`config.mk`:
```
export PLATFORM = sky130hd
export DESIGN_NAME = crosshair_calib_ctrl
export DESIGN_NICKNAME = d
export VERILOG_FILES = /design/src/rtl/crosshair_pkg.sv /design/src/rtl/calib_axis_repeat.sv /design/src/rtl/crosshair_calib_ctrl.sv
export SDC_FILE = /design/constraint.sdc
export NUM_CORES = 1
export LEC_CHECK = 0
export BUFFER_PORTS_ARGS = -buffer_cell sky130_fd_sc_hd__buf_4
export CELL_PAD_IN_SITES_DETAIL_PLACEMENT = 0
export CELL_PAD_IN_SITES_GLOBAL_PLACEMENT = 1
export CORE_AREA = 5 5 156 113
export DETAILED_ROUTE_END_ITERATION = 16
export DIE_AREA = 0 0 161 118
export GPL_ROUTABILITY_DRIVEN = 0
export PLACE_DENSITY = 0.87
export SLEW_MARGIN = 40
export SYNTH_ARGS = -nofsm -noshare
export SYNTH_HDL_FRONTEND = slang
export SYNTH_HIERARCHICAL = 1
export SYNTH_SLANG_ARGS = --single-unit
```
`constraint.sdc`:
```
create_clock -name clk -period 2.9 [get_ports clk]
set_clock_uncertainty 0.1 [all_clocks]
set_input_delay 0.145 -clock clk [delete_from_list [all_inputs] [get_ports clk]]
set_output_delay 0.145 -clock clk [all_outputs]
set_load 0.03 [all_outputs]
```
`src/rtl/crosshair_pkg.sv`:
```
// Shared state encoding, object codes, screen limits and reset positions for the
// crosshair manual-calibration controller and its per-axis repeat helper.
package crosshair_pkg;

  typedef enum logic [1:0] {
    AUTO     = 2'd0,
    ADJ_PUCK = 2'd1,
    ADJ_PAD1 = 2'd2,
    ADJ_PAD2 = 2'd3
  } calib_state_e;

  localparam logic [1:0] OBJ_PUCK = 2'd0;
  localparam logic [1:0] OBJ_PAD1 = 2'd1;
  localparam logic [1:0] OBJ_PAD2 = 2'd2;

  localparam int H_VISIBLE = 1024;
  localparam int V_VISIBLE = 768;

  localparam logic [10:0] PUCK_X_RST = 11'd512;
  localparam logic [9:0]  PUCK_Y_RST = 10'd384;
  localparam logic [10:0] PAD1_X_RST = 11'd128;
  localparam logic [9:0]  PAD1_Y_RST = 10'd384;
  localparam logic [10:0] PAD2_X_RST = 11'd896;
  localparam logic [9:0]  PAD2_Y_RST = 10'd384;

  // 12-bit arithmetic so val+step can exceed the limit before saturating; never wraps.
  function automatic logic [11:0] step_clamp(input logic [11:0] val,
                                             input logic        inc,
                                             input logic        dec,
                                             input logic [11:0] step,
                                             input logic [11:0] max_val);
    logic [11:0] sum;
    logic [11:0] res;
    sum = val + step;
    res = val;
    if (inc && !dec) begin
      res = (sum > max_val) ? max_val : sum;
    end else if (dec && !inc) begin
      res = (val < step) ? 12'd0 : (val - step);
    end
    return res;
  endfunction

  function automatic logic [11:0] clamp_max(input logic [11:0] val,
                                            input logic [11:0] max_val);
    return (val > max_val) ? max_val : val;
  endfunction

endpackage

```
`src/rtl/calib_axis_repeat.sv`:
```
// Per-axis press/hold tracker: turns two opposing direction buttons into single-cycle
// inc/dec move pulses on the frame tick, with initial-press move plus delayed auto-repeat.
module calib_axis_repeat
  import crosshair_pkg::*;
#(
  parameter int RPT_DELAY = 20,
  parameter int RPT_RATE  = 3
) (
  input  logic clk,
  input  logic reset_n,
  input  logic tick,
  input  logic clear,
  input  logic btn_inc,
  input  logic btn_dec,
  output logic move_inc,
  output logic move_dec
);

  localparam int CNT_TOP = RPT_DELAY + RPT_RATE;
  localparam int CW      = $clog2(CNT_TOP + 1);
  localparam logic [CW-1:0] CNT_TOP_C   = CW'(CNT_TOP);
  localparam logic [CW-1:0] RPT_DELAY_C = CW'(RPT_DELAY);

  logic [CW-1:0] hold_cnt;
  logic [CW-1:0] hold_cnt_next;
  logic [CW-1:0] cnt_plus;
  logic          prev_inc;
  logic          prev_dec;
  logic          locked;
  logic          single;
  logic          fresh;
  logic          rpt_hit;
  logic          move_ok;

  // Counter wraps from DELAY+RATE back to DELAY so repeats stay periodic without a divider.
  always_comb begin
    single        = btn_inc ^ btn_dec;
    fresh         = (btn_inc && !prev_inc) || (btn_dec && !prev_dec);
    cnt_plus      = hold_cnt + 1'b1;
    hold_cnt_next = hold_cnt;
    rpt_hit       = 1'b0;
    if (!single || locked || fresh) begin
      hold_cnt_next = '0;
    end else if (cnt_plus == CNT_TOP_C) begin
      hold_cnt_next = RPT_DELAY_C;
      rpt_hit       = 1'b1;
    end else begin
      hold_cnt_next = cnt_plus;
      rpt_hit       = (cnt_plus == RPT_DELAY_C);
    end
    move_ok  = tick && single && !locked && (fresh || rpt_hit);
    move_inc = move_ok && btn_inc;
    move_dec = move_ok && btn_dec;
  end

  // After an object switch the axis stays locked until both buttons are released.
  always_ff @(posedge clk or negedge reset_n) begin
    if (!reset_n) begin
      hold_cnt <= '0;
      prev_inc <= 1'b0;
      prev_dec <= 1'b0;
      locked   <= 1'b0;
    end else begin
      if (tick) begin
        prev_inc <= btn_inc;
        prev_dec <= btn_dec;
      end
      if (clear) begin
        hold_cnt <= '0;
        locked   <= 1'b1;
      end else begin
        if (!btn_inc && !btn_dec) begin
          locked <= 1'b0;
        end
        if (tick) begin
          hold_cnt <= hold_cnt_next;
        end
      end
    end
  end

endmodule

```
`src/rtl/crosshair_calib_ctrl.sv`:
```
// Manual-adjust controller for the crosshair overlay: button-driven object walk and per-frame
// clamped moves. Optional macro CALIB_SNAPSHOT_EN seeds manual coordinates from detected centers.
module crosshair_calib_ctrl
  import crosshair_pkg::*;
#(
  parameter int H_MAX     = H_VISIBLE - 1,
  parameter int V_MAX     = V_VISIBLE - 1,
  parameter int STEP      = 2,
  parameter int RPT_DELAY = 20,
  parameter int RPT_RATE  = 3
) (
  input  logic        clk,
  input  logic        reset_n,
  input  logic [10:0] hcount,
  input  logic [9:0]  vcount,
  input  logic        sw_manual,
  input  logic        btn_sel,
  input  logic        btn_up,
  input  logic        btn_down,
  input  logic        btn_left,
  input  logic        btn_right,
  input  logic [10:0] x_center_puck,
  input  logic [9:0]  y_center_puck,
  input  logic [10:0] x_center_paddle1,
  input  logic [9:0]  y_center_paddle1,
  input  logic [10:0] x_center_paddle2,
  input  logic [9:0]  y_center_paddle2,
  output logic        center_sel,
  output logic [1:0]  obj_sel,
  output logic [10:0] x_new_puck,
  output logic [10:0] x_new_paddle1,
  output logic [10:0] x_new_paddle2,
  output logic [9:0]  y_new_puck,
  output logic [9:0]  y_new_paddle1,
  output logic [9:0]  y_new_paddle2
);

  localparam logic [11:0] H_MAX_C = 12'(H_MAX);
  localparam logic [11:0] V_MAX_C = 12'(V_MAX);
  localparam logic [11:0] STEP_C  = 12'(STEP);

  calib_state_e state;
  calib_state_e state_next;
  logic         btn_sel_q;
  logic         sel_edge;
  logic         tick;
  logic         axis_clear;
  logic         center_sel_d;
  logic [1:0]   obj_sel_d;
  logic         move_x_inc;
  logic         move_x_dec;
  logic         move_y_inc;
  logic         move_y_dec;
  logic         move_any;
  logic [11:0]  x_cur;
  logic [11:0]  y_cur;
  logic [11:0]  x_next;
  logic [11:0]  y_next;
  logic         unused_step_msbs;

  assign tick       = (hcount == 11'd0) && (vcount == 10'd0);
  assign sel_edge   = btn_sel && !btn_sel_q;
  assign axis_clear = (state_next != state);
  assign move_any   = move_x_inc | move_x_dec | move_y_inc | move_y_dec;

  always_ff @(posedge clk or negedge reset_n) begin
    if (!reset_n) begin
      state <= AUTO;
    end else begin
      state <= state_next;
    end
  end

  // Dropping out of manual mode wins over a simultaneous select press.
  always_comb begin
    state_next = state;
    case (state)
      AUTO:     if (sw_manual) state_next = ADJ_PUCK;
      ADJ_PUCK: if (!sw_manual) state_next = AUTO;
                else if (sel_edge) state_next = ADJ_PAD1;
      ADJ_PAD1: if (!sw_manual) state_next = AUTO;
                else if (sel_edge) state_next = ADJ_PAD2;
      ADJ_PAD2: if (!sw_manual) state_next = AUTO;
                else if (sel_edge) state_next = ADJ_PUCK;
      default:  state_next = AUTO;
    endcase
  end

  always_comb begin
    center_sel_d = (state != AUTO);
    obj_sel_d    = OBJ_PUCK;
    case (state)
      ADJ_PAD1: obj_sel_d = OBJ_PAD1;
      ADJ_PAD2: obj_sel_d = OBJ_PAD2;
      default:  obj_sel_d = OBJ_PUCK;
    endcase
  end

  always_ff @(posedge clk or negedge reset_n) begin
    if (!reset_n) begin
      center_sel <= 1'b0;
      obj_sel    <= OBJ_PUCK;
      btn_sel_q  <= 1'b0;
    end else begin
      center_sel <= center_sel_d;
      obj_sel    <= obj_sel_d;
      btn_sel_q  <= btn_sel;
    end
  end

  calib_axis_repeat #(
    .RPT_DELAY (RPT_DELAY),
    .RPT_RATE  (RPT_RATE)
  ) u_axis_x (
    .clk      (clk),
    .reset_n  (reset_n),
    .tick     (tick),
    .clear    (axis_clear),
    .btn_inc  (btn_right),
    .btn_dec  (btn_left),
    .move_inc (move_x_inc),
    .move_dec (move_x_dec)
  );

  // Screen y grows downward, so "up" is the decrementing direction.
  calib_axis_repeat #(
    .RPT_DELAY (RPT_DELAY),
    .RPT_RATE  (RPT_RATE)
  ) u_axis_y (
    .clk      (clk),
    .reset_n  (reset_n),
    .tick     (tick),
    .clear    (axis_clear),
    .btn_inc  (btn_down),
    .btn_dec  (btn_up),
    .move_inc (move_y_inc),
    .move_dec (move_y_dec)
  );

  always_comb begin
    x_cur = {1'b0, x_new_puck};
    y_cur = {2'b00, y_new_puck};
    case (obj_sel)
      OBJ_PAD1: begin
        x_cur = {1'b0, x_new_paddle1};
        y_cur = {2'b00, y_new_paddle1};
      end
      OBJ_PAD2: begin
        x_cur = {1'b0, x_new_paddle2};
        y_cur = {2'b00, y_new_paddle2};
      end
      default: ;
    endcase
    x_next = step_clamp(x_cur, move_x_inc, move_x_dec, STEP_C, H_MAX_C);
    y_next = step_clamp(y_cur, move_y_inc, move_y_dec, STEP_C, V_MAX_C);
  end

  assign unused_step_msbs = x_next[11] ^ y_next[11] ^ y_next[10];

`ifdef CALIB_SNAPSHOT_EN
  logic snap_load;
  assign snap_load = (state == AUTO) && (state_next == ADJ_PUCK);
`else
  logic unused_centers;
  assign unused_centers = ^{x_center_puck, y_center_puck, x_center_paddle1,
                            y_center_paddle1, x_center_paddle2, y_center_paddle2};
`endif

  // Moves land only on the tick edge and only for the object the overlay is showing.
  always_ff @(posedge clk or negedge reset_n) begin
    if (!reset_n) begin
      x_new_puck    <= PUCK_X_RST;
      y_new_puck    <= PUCK_Y_RST;
      x_new_paddle1 <= PAD1_X_RST;
      y_new_paddle1 <= PAD1_Y_RST;
      x_new_paddle2 <= PAD2_X_RST;
      y_new_paddle2 <= PAD2_Y_RST;
    end
`ifdef CALIB_SNAPSHOT_EN
    else if (snap_load) begin
      x_new_puck    <= 11'(clamp_max({1'b0, x_center_puck}, H_MAX_C));
      y_new_puck    <= 10'(clamp_max({2'b00, y_center_puck}, V_MAX_C));
      x_new_paddle1 <= 11'(clamp_max({1'b0, x_center_paddle1}, H_MAX_C));
      y_new_paddle1 <= 10'(clamp_max({2'b00, y_center_paddle1}, V_MAX_C));
      x_new_paddle2 <= 11'(clamp_max({1'b0, x_center_paddle2}, H_MAX_C));
      y_new_paddle2 <= 10'(clamp_max({2'b00, y_center_paddle2}, V_MAX_C));
    end
`endif
    else if (center_sel && move_any) begin
      case (obj_sel)
        OBJ_PUCK: begin
          x_new_puck <= x_next[10:0];
          y_new_puck <= y_next[9:0];
        end
        OBJ_PAD1: begin
          x_new_paddle1 <= x_next[10:0];
          y_new_paddle1 <= y_next[9:0];
        end
        OBJ_PAD2: begin
          x_new_paddle2 <= x_next[10:0];
          y_new_paddle2 <= y_next[9:0];
        end
        default: ;
      endcase
    end
  end

endmodule

```
==> results of run 1 <==
metal layers:
metal  GRT usage (%)  vias to the layer above  share of wire, %
met2            31.3                      325                44
met4            5.33                        0               2.7
li1                -                     2799                 -
met3            7.11                       56               9.6
met5               0                        -                 0
met1            28.9                     3002                43
per-stage QoR:
stage                     cell area, um^2  total power, W  TNS, ns
after floorplan                      5830         0.00146   -15.83
after global placement               7720         0.00167   -23.43
after detailed placement             7720         0.00167   -28.15
after CTS                            8770         0.00293    -2.02
after global routing                 9330         0.00311   -12.73
final                                9330         0.00299    -7.52
power by group through the flow:
| stage | Combinational [W] | Clock [W] | Sequential [W] |
|---|---|---|---|
| 6_report | 0.000622 | 0.00117 | 0.00120 |
| 4_1_cts | 0.000544 | 0.00118 | 0.00120 |
| 3_5_place_dp | 0.000451 | 0 | 0.00122 |
| 3_3_place_gp | 0.000447 | 0 | 0.00122 |
| 5_1_grt | 0.000663 | 0.00124 | 0.00120 |
| 2_1_floorplan | 0.000231 | 0 | 0.00122 |
placed cells by master (no fill, tap or decap), types with 14 or more instances in the layout:
master and instances:
buf_4 248, dfrtp_1 72, nor2_1 52, nand2_1 41, mux2_4 28, a21oi_2 20
buf_6 20, nand3_1 19, inv_1 16, o21ai_2 15, o21ai_1 14
layout make-up:
cell class,count,area share (%)
clock buffers,12,2.54
clock inverters,4,0.537
inverters,21,0.899
multi-input cells,471,44.5
flip-flops and latches,85,23.0
well taps,205,2.75
repair buffers,287,25.8
worst max-delay path, delay by kind of cell (launching register included):
kind / cells / cell delay (ns)
AO/OA/AOI/OAI: 6 / 1.32
buffers and inverters: 6 / 0.73
flip-flops: 1 / 0.47
adder cells (fa/ha/maj): 2 / 0.40
cell families after synthesis:
group                      after synthesis  synth area share, %
DFF                                     85                 38.1
xor gates and xnor gates                18                 2.80
muxes                                   38                 7.61
and+or+nand+nor                        214                 19.8
buffers and inverters                   51                 4.45
AOI/OAI and AO/OA                      185                 23.7
adders and majority gates               16                 3.56
worst max-delay path by stage:
stage	start	to	slack (ns)	cells past startpoint
global placement	hcount[3]	y_new_paddle1[3]$_DFFE_PN0P_	-0.54	14
detailed placement	hcount[3]	y_new_paddle1[9]$_DFFE_PN0P_	-0.59	13
CTS	obj_sel[0]$_DFF_PN0_	y_new_paddle1[2]$_DFFE_PN0P_	-0.09	12
floorplan	hcount[3]	y_new_paddle2[5]$_DFFE_PN0P_	-0.49	13
global route	obj_sel[0]$_DFF_PN0_	y_new_puck[1]$_DFFE_PN0P_	-0.32	14
finish	obj_sel[1]$_DFF_PN0_	y_new_puck[1]$_DFFE_PN0P_	-0.26	14
synthesized netlist by cell type, drive strengths merged (11+ instances only):
master	instances
dfrtp	74
mux2	38
o21ai	43
a21o	11
nand2	46
dfstp	11
a21oi	40
buf	16
nand3	21
nor2	62
clkbuf	14
inv	21
ha	16
nor4	11
nand4	11
a22oi	25
flip-flops by register name, summed over array words and instances, names as in the netlist, 2 cells and up:
name               flops
y_new_paddle1         10
x_new_puck            11
x_new_paddle2         11
obj_sel                2
state                  2
x_new_paddle1         11
u_axis_x/hold_cnt      5
y_new_puck            10
u_axis_y/hold_cnt      5
y_new_paddle2         10
what timing repair did:
item | in CTS | in global routing
endpoints found under the setup margin | 63 | 63
pin swaps | 37 | 35
endpoints found under the hold margin | 38 | 0
gates cloned | 2 | 1
hold buffers | 5 | 0
gates resized for setup | 100 | 98
buffers inserted | 30 | 11
==> results.sh, run 1 <==
export IMPL_outcome="complete, but fails checks"
export IMPL_violations="setup timing"
export IMPL_worst_pin_slew_ns=0.529
export IMPL_final_core_util_pct=58.3
export IMPL_yosysWarnings=6
export IMPL_setup_viol=60
export IMPL_min_from="btn_up"
export IMPL_path_cells="inv_4 -> ha_4 -> buf_8 -> a21oi_4 -> ha_4 -> inv_2 -> buf_4 -> o31ai_4 -> a222oi_1 -> buf_4 -> buf_4 -> a32o_2 -> a211oi_4 -> o21ai_1"
export IMPL_post_route_period_util_pct=109
export IMPL_holdCritPathClass="primary input to register"
export IMPL_pre_cts_ws_ns=-0.590
export IMPL_fill_cells=1280
export IMPL_syn_area_um2=5620
export IMPL_seqPwrFrac_pct=40.2
export IMPL_num_nets_final=983
export IMPL_crit_fanout=7
export IMPL_fin_ws_ns=-0.259
export IMPL_cp_data_arrival_time_ns=3.29
export IMPL_synth_flop_cell="dfrtp_1"
export IMPL_synth_top_cell_area_share_pct=32.9
export IMPL_relSlewSlack_pct=64.7
export IMPL_avgSynthCellArea_um2=9.27
export IMPL_coreArea_um2=16000
export IMPL_grt_overflow=0
export IMPL_final_seq_area_um2=2140
export IMPL_clk_path_buf_depth=2
export IMPL_track_usage_pct=20.9
export IMPL_r2r_end="y_new_puck[1]$_DFFE_PN0P_"
export IMPL_crit_type="register to register"
export IMPL_rsz0062_at_grt="true"
export IMPL_path_common_cell="buf_4"
export IMPL_switching_share_pct=28.5
export IMPL_slew_viol_final=0
export IMPL_final_antenna_net_count=0
export IMPL_intPower_w=0.00214
export IMPL_clock_sinks=85
export IMPL_worstSkewPairLatency_ns=0.36
export IMPL_r2r_cells=14
export IMPL_place_inst=1022
export IMPL_clockRootBuffer="clkbuf_16"
export IMPL_antenna_found_initial=0
export IMPL_postSynthCellCount=607
export IMPL_fmax_ghz=0.317
export IMPL_drive_gt1_share_pct=55.8
export IMPL_start_util_pct=35.1
export IMPL_hold_ws_ns=0.0515
export IMPL_ys_top_cells_by_area="dfrtp_1 33%, mux2_2 7.6%, dfstp_2 5.1%"
export IMPL_num_rows=39
export IMPL_cp_end_kind="register"
export IMPL_cpMaxStageDelayCell="dfrtp_2"
export IMPL_worstHoldPathCells=3
export IMPL_timing_reg2reg_setup_slack_ns=-0.26
export IMPL_vias=6182
export IMPL_grt_max_degree=37
export IMPL_numCtsBuffers=9
export IMPL_viasPerCell=5.70
export IMPL_hpwl_um=14200
export IMPL_synth_nets=715
export IMPL_num_antenna_cells=0
export IMPL_vdd_drop_max_uv=266
export IMPL_clkTransAtPathRegs_ns=0.07
export IMPL_drt_pre_antenna_iters=5
export IMPL_grt_pass1_vias=6065
export IMPL_synth_seq_area_share_pct=38.1
export IMPL_io_pins=158
export IMPL_netSwitchingPower_w=0.000850
export IMPL_cp_required_ns=3.03
export IMPL_cts_tree="yes"
export IMPL_p_comb_share_pct=20.8
export IMPL_drv_cap=0
export IMPL_finalHoldViolations=0
export IMPL_drt_wl_total_um=21500
export IMPL_yosys_area_top_type="dfrtp_1"
export IMPL_dieArea_um2=19000
export IMPL_power_density_nw_per_um2=320
export IMPL_drc_errors=0
export IMPL_port_buffers=94
export IMPL_leakage_nw=4.12
export IMPL_dieWidth_um=161
export IMPL_die_h_um=118
export IMPL_avgRoutedWirePerCell_um=19.8
export IMPL_netlist_cell_type_count=72
export IMPL_grt_pass1_wl_um=32100
export IMPL_cp_start_kind="register"
export IMPL_syn_to_final_growth_pct=65.9
export IMPL_multi_input_area_um2=4150
export IMPL_async_reset_ff_share_pct=100
export IMPL_max_stage_delay_ns=0.47
export IMPL_layoutNonFillerInstCount=1085
export IMPL_htreeDepth=3
export IMPL_clockPowerShare_pct=39.0
export IMPL_synth_edff_count=0
export IMPL_hold_path_endpoint="u_axis_y/prev_dec$_DFFE_PN0P_"
export IMPL_ys_ff_latch=85
export IMPL_timing_rr_start="obj_sel[1]$_DFF_PN0_"
export IMPL_period_minus_slack_ns=3.16
export IMPL_drt_iter0_markers=541
Note: power is estimated with default switching activity, not from simulation.
==> run 2: changes to the inputs <==
Settings changed: ABC_AREA set to 1, CORE_AREA 5 5 156 113 to 5 5 160 116, DIE_AREA 0 0 161 118 to 0 0 165 121.
==> results.sh, run 2 <==
export IMPL_postSynthCellCount=803
export IMPL_num_rows=40
export IMPL_dieArea_um2=20000
export IMPL_outcome="completed"
export IMPL_r2r_end="y_new_paddle1[5]$_DFFE_PN0P_"
export IMPL_netlist_cell_type_count=44
export IMPL_top_regs="x_new_paddle1: 11 flops, x_new_paddle2: 11 flops, x_new_puck: 11 flops"
export IMPL_vias=5642
export IMPL_grt_pass1_wl_um=27300
export IMPL_syn_to_final_growth_pct=38.1
export IMPL_hold_ws_ns=0.131
export IMPL_numCtsBuffers=9
export IMPL_drv_cap=0
export IMPL_track_usage_pct=17.3
export IMPL_cp_data_arrival_time_ns=2.91
export IMPL_grt_overflow=0
export IMPL_cp_end_kind="register"
export IMPL_syn_area_um2=5610
export IMPL_dpl_cell_area_um2=7040
export IMPL_timing_rr_start="obj_sel[0]$_DFF_PN0_"
export IMPL_hpwl_um=12700
export IMPL_finalPower_w=0.00283
export IMPL_final_antenna_net_count=0
export IMPL_viasPerCell=4.67
export IMPL_design_area_um2=7750
export IMPL_async_reset_ff_share_pct=100
export IMPL_path_buf_inv=3
export IMPL_drc_errors=0
export IMPL_io_pins=158
export IMPL_num_antenna_cells=0
export IMPL_clkTransAtPathRegs_ns=0.06
export IMPL_holdCritPathClass="primary input to register"
export IMPL_worstSkewPairLatency_ns=0.35
export IMPL_synth_flop_cell="dfrtp_1"
export IMPL_layout_common_cells="324 x nand2_1, 163 x buf_4, 78 x inv_1"
export IMPL_avgRoutedWirePerCell_um=14.1
export IMPL_grt_pass1_vias=5300
export IMPL_avgSynthCellArea_um2=6.99
export IMPL_drive_gt1_share_pct=32.0
export IMPL_min_from="btn_right"
export IMPL_drt_pre_antenna_iters=4
export IMPL_coreArea_um2=16800
export IMPL_hold_path_endpoint="u_axis_x/prev_inc$_DFFE_PN0P_"
export IMPL_ys_top_cells_by_area="dfrtp_1 33%, nand2_1 22%, inv_1 5.6%"
export IMPL_crit_type="register to register"
export IMPL_cp_start_kind="register"
export IMPL_clock_sinks=85
export IMPL_path_cells="inv_2 -> ha_4 -> buf_4 -> nand3_1 -> o21ai_2 -> inv_2 -> ha_4 -> nand3_4 -> nor2_4 -> nand2_1 -> nand2_1 -> nand2_1 -> nor2_1 -> nand3_1 -> nand2_2 -> nand4_4 -> nand2_2 -> nand2_1 -> nand2_1"
export IMPL_num_nets_final=1080
export IMPL_leakage_nw=4.05
export IMPL_crit_family="simple AND/OR/NAND/NOR gates"
export IMPL_finalHoldViolations=0
export IMPL_clk_path_buf_depth=2
export IMPL_antenna_found_initial=0
export IMPL_max_stage_delay_ns=0.41
export IMPL_ys_ff_latch=85
export IMPL_period_minus_slack_ns=2.71
export IMPL_clockRootBuffer="clkbuf_16"
export IMPL_port_buffers=94
export IMPL_slew_viol_final=0
export IMPL_path_common_cell="nand2_1"
export IMPL_r2r_cells=19
export IMPL_power_density_nw_per_um2=366
export IMPL_final_common_cell="nand2_1"
export IMPL_rsz0062_at_grt="true"
export IMPL_vdd_drop_max_uv=242
export IMPL_start_util_pct=33.4
export IMPL_yosysMostFrequentCell="nand2_1"
export IMPL_drt_wl_total_um=17000
export IMPL_timing_reg2reg_setup_slack_ns=0.19
export IMPL_synth_edff_count=0
export IMPL_relSlewSlack_pct=61.4
export IMPL_cts_tree="yes"
export IMPL_drt_iter0_markers=377
export IMPL_setup_viol=0
export IMPL_die_h_um=121
export IMPL_worstHoldPathCells=4
export IMPL_htreeDepth=3
export IMPL_dieWidth_um=165
export IMPL_synth_common_cells="330 x nand2_1, 84 x inv_1, 74 x dfrtp_1"
export IMPL_yosys_area_top_type="dfrtp_1"
export IMPL_cp_required_ns=3.09
export IMPL_path_depth=19
export IMPL_worst_pin_slew_ns=0.579
export IMPL_synth_seq_area_share_pct=38.1
export IMPL_cpMaxStageDelayCell="dfrtp_1"
export IMPL_yosysWarnings=6
export IMPL_synth_nets=911
export IMPL_post_route_period_util_pct=93.5
export IMPL_grt_max_degree=63
export IMPL_fmax_ghz=0.369
export IMPL_synth_top_cell_area_share_pct=33.0
export IMPL_crit_fanout=10
-- run 2: cell types whose count changed in the layout (fill, tap and decap cells not counted), sizes merged, moves of 25 or more --
cell   previous run  this run
a22oi            25         0
nand2            46       353
mux2             38         0
a21oi            40         6
inv              21        91
nand3            21        71
buf             279       171
-- run 2: logic make-up after synthesis --
logic type,share of synthesized area [%]
flops,38.1
fa+ha+maj,3.57
simple gates,41.3
compound gates,6.67
buf+inv,8.45
xor+xnor,1.87
-- run 2: through the flow --
step	setup slack (ns)	setup TNS [ns]	util, %	std cells
floorplan	0.0246	0	-	803
global placement	-0.130	-1.52	41.9	1175
detailed placement	-0.187	-3.68	41.9	1175
CTS	-0.00643	-0.00643	44.2	1198
global route	-0.0542	-0.335	46.1	1208
finish	0.187	0	46.1	1208
-- run 2: worst max-delay path by stage --
| stage | from | endpoint | slack, ns |
|---|---|---|---|
| 6_report | obj_sel[0]$_DFF_PN0_ | y_new_paddle1[5]$_DFFE_PN0P_ | 0.19 |
| 5_1_grt | obj_sel[0]$_DFF_PN0_ | y_new_puck[5]$_DFFE_PN0P_ | -0.05 |
| 4_1_cts | obj_sel[0]$_DFF_PN0_ | y_new_paddle2[0]$_DFFE_PN0P_ | -0.006 |
| 3_5_place_dp | hcount[3] | y_new_paddle1[5]$_DFFE_PN0P_ | -0.19 |
| 3_3_place_gp | hcount[3] | y_new_paddle1[9]$_DFFE_PN0P_ | -0.13 |
| 2_1_floorplan | hcount[3] | x_new_paddle1[8]$_DFFE_PN0P_ | 0.02 |
-- run 2: final cells by class --
cell class	count	area, um^2
clock buffer	12	246
tap	231	289
inverter	92	345
multi-input combinational	606	3240
timing repair buffer	178	1410
sequential	85	2140
clock inverter	4	72.6
fill	1734	9070
-- run 2: worst reg2reg max path, stage by stage (launching register included) --
cell and delay, ns:
dfrtp_1 0.41, inv_2 0.08, ha_4 0.26, buf_4 0.17, nand3_1 0.10, o21ai_2 0.07, inv_2 0.08, ha_4 0.15
nand3_4 0.10, nor2_4 0.17, nand2_1 0.07, nand2_1 0.06, nand2_1 0.08, nor2_1 0.11, nand3_1 0.09, nand2_2 0.09
nand4_4 0.21, nand2_2 0.16, nand2_1 0.06, nand2_1 0.06
-- run 2: what timing repair did --
item                       4_1_cts  5_1_grt
hold buffers                     7        0
cloned                           0        1
setup endpoints to repair       18       63
setup buffers                    0        9
gates resized for setup          2       61
pin swaps                        1       25
hold endpoints to repair        61        0
-- run 2: routing by layer --
metal  wire length (um)  vias to the layer above  GRT usage [%]
li1                   -                     2885              -
met1               8360                     2574           25.6
met2               7350                      173           25.6
met3               1150                       10           3.77
met4                141                        0           3.84
met5                  0                        -              0
-- run 2: report_power, final --
part	internal (W)	switching, W	leakage, nW	total (W)
clock network	0.000777	0.000480	0.153	0.00126
registers	0.00119	0.00000662	1.10	0.00120
logic	0.000156	0.000221	2.80	0.000377
==> run 3: changes to the inputs <==
Settings changed: RECOVER_POWER set to 25.
==> results.sh, run 3 (synthesized netlist as in run 2, its figures left out) <==
export IMPL_outcome="complete, but fails checks"
export IMPL_violations="capacitance limit, slew limit"
export IMPL_grt_max_degree=63
export IMPL_htreeDepth=3
export IMPL_vdd_drop_max_uv=242
export IMPL_rsz0062_at_grt="true"
export IMPL_viasPerCell=4.67
export IMPL_setup_viol=0
export IMPL_clkTransAtPathRegs_ns=0.06
export IMPL_antenna_found_initial=0
export IMPL_top_regs="x_new_paddle1: 11 flops, x_new_paddle2: 11 flops, x_new_puck: 11 flops"
export IMPL_leakage_nw=4.05
export IMPL_start_util_pct=33.4
export IMPL_avgRoutedWirePerCell_um=14.1
export IMPL_grt_pass1_wl_um=27300
export IMPL_finalHoldViolations=0
export IMPL_fill_cells=1733
export IMPL_multi_input_area_um2=3240
export IMPL_track_usage_pct=17.3
export IMPL_numCtsBuffers=9
export IMPL_layout_common_cells="324 x nand2_1, 162 x buf_4, 78 x inv_1"
export IMPL_cp_required_ns=3.09
export IMPL_period_minus_slack_ns=2.71
export IMPL_hold_ws_ns=0.131
export IMPL_vias=5647
export IMPL_drc_errors=0
export IMPL_final_core_util_pct=46.0
export IMPL_cp_data_arrival_time_ns=2.91
export IMPL_drt_wl_total_um=17000
export IMPL_worst_pin_slew_ns=1.55
export IMPL_clockRootBuffer="clkbuf_16"
export IMPL_grt_overflow=0
export IMPL_hpwl_um=12700
export IMPL_die_h_um=121
export IMPL_fmax_ghz=0.369
export IMPL_coreArea_um2=16800
export IMPL_path_common_cell="nand2_1"
export IMPL_worstSkewPairLatency_ns=0.35
export IMPL_crit_fanout=10
export IMPL_dpl_cell_area_um2=7040
export IMPL_drv_cap=1
export IMPL_dieArea_um2=20000
export IMPL_io_pins=158
export IMPL_num_antenna_cells=0
export IMPL_syn_to_final_growth_pct=37.9
export IMPL_cp_start_kind="register"
export IMPL_holdCritPathClass="primary input to register"
export IMPL_num_rows=40
export IMPL_design_area_um2=7740
export IMPL_slew_viol_final=63
export IMPL_final_seq_area_um2=2140
export IMPL_dieWidth_um=165
export IMPL_final_antenna_net_count=0
export IMPL_drt_iter0_markers=377
export IMPL_drive_gt1_share_pct=32.0
export IMPL_clk_path_buf_depth=2
export IMPL_cp_end_kind="register"
export IMPL_setup_tns_ns=0
export IMPL_crit_type="register to register"
export IMPL_final_common_cell="nand2_1"
export IMPL_power_density_nw_per_um2=366
export IMPL_drt_pre_antenna_iters=4
export IMPL_max_stage_delay_ns=0.41
export IMPL_relSlewSlack_pct=-3.62
export IMPL_post_route_period_util_pct=93.5
export IMPL_cpMaxStageDelayCell="dfrtp_1"
export IMPL_clock_sinks=85
export IMPL_path_cells="inv_2 -> ha_4 -> buf_4 -> nand3_1 -> o21ai_2 -> inv_2 -> ha_4 -> nand3_4 -> nor2_4 -> nand2_1 -> nand2_1 -> nand2_1 -> nor2_1 -> nand3_1 -> nand2_2 -> nand4_4 -> nand2_2 -> nand2_1 -> nand2_1"
export IMPL_cts_tree="yes"
export IMPL_grt_pass1_vias=5300
export IMPL_port_buffers=94
export IMPL_num_nets_final=1080
-- run 3: cell types whose count changed in the layout (fill, tap and decap cells not counted) --
cell | before | now
clkbuf_2 | 0 | 1
buf_6 | 6 | 5
clkbuf_4 | 0 | 1
buf_4 | 163 | 162
-- run 3: path summary, 6_finish.rpt --
path / depth (start not counted) / slack (ns) / from / to
worst max-delay path: 19 / 0.19 / obj_sel[0]$_DFF_PN0_ / y_new_paddle1[5]$_DFFE_PN0P_
worst min-delay path: 4 / 0.13 / btn_right / u_axis_x/prev_inc$_DFFE_PN0P_
worst max register to register: 19 / 0.19 / obj_sel[0]$_DFF_PN0_ / y_new_paddle1[5]$_DFFE_PN0P_
worst min register to register: 2 / 0.38 / y_new_paddle1[7]$_DFFE_PN1P_ / y_new_paddle1[7]$_DFFE_PN1P_
max in group asynchronous: 2 / 1.01 / reset_n / u_axis_y/hold_cnt[0]$_DFFE_PN0P_
min in group asynchronous: 2 / 0.62 / reset_n / x_new_paddle1[8]$_DFFE_PN0P_
-- run 3: area by class of cell --
class                           count  area share (%)
Clock inverter                      4           0.937
Sequential cell                    85            27.7
Inverter                           92            4.46
Timing Repair Buffer              178            18.1
Multi-Input combinational cell    606            41.9
Tap cell                          231            3.73
Clock buffer                       12            3.18
-- run 3: repair_timing --
action | in CTS | in global routing
hold buffers | 7 | 0
setup endpoints to repair | 18 | 63
cloned | 0 | 1
resized for setup | 2 | 61
buffers inserted | 0 | 9
pin swaps | 1 | 25
endpoints found under the hold margin | 61 | 0
-- run 3: routing by layer --
| metal | routed length [um] | track usage (%) | vias up |
|---|---|---|---|
| met1 | 8350 | 25.6 | 2578 |
| met5 | 0 | 0 | - |
| met2 | 7350 | 25.6 | 173 |
| met4 | 141 | 3.84 | 0 |
| li1 | - | - | 2886 |
| met3 | 1160 | 3.77 | 10 |
-- run 3: critical path, delay by kind of cell, from the launching register on --
kind	cells	cell delay (ns)
fa+ha+maj	2	0.40
simple gates	13	1.36
buf+inv	3	0.33
flops	1	0.41
compound gates	1	0.07
-- run 3: per-stage QoR --
step                total power, W  std cells  setup slack, ns
floorplan                  0.00142        803           0.0246
global placement           0.00156       1175           -0.130
detailed placement         0.00156       1175           -0.187
CTS                        0.00284       1198         -0.00643
global route               0.00295       1208          -0.0542
finish                     0.00283       1208            0.187
-- run 3: where the power goes --
group | total (W) | switching (W) | internal [W]
registers | 0.00120 | 0.00000662 | 0.00119
clock network | 0.00126 | 0.000480 | 0.000777
logic | 0.000376 | 0.000221 | 0.000155
total | 0.00283 | 0.000707 | 0.00213
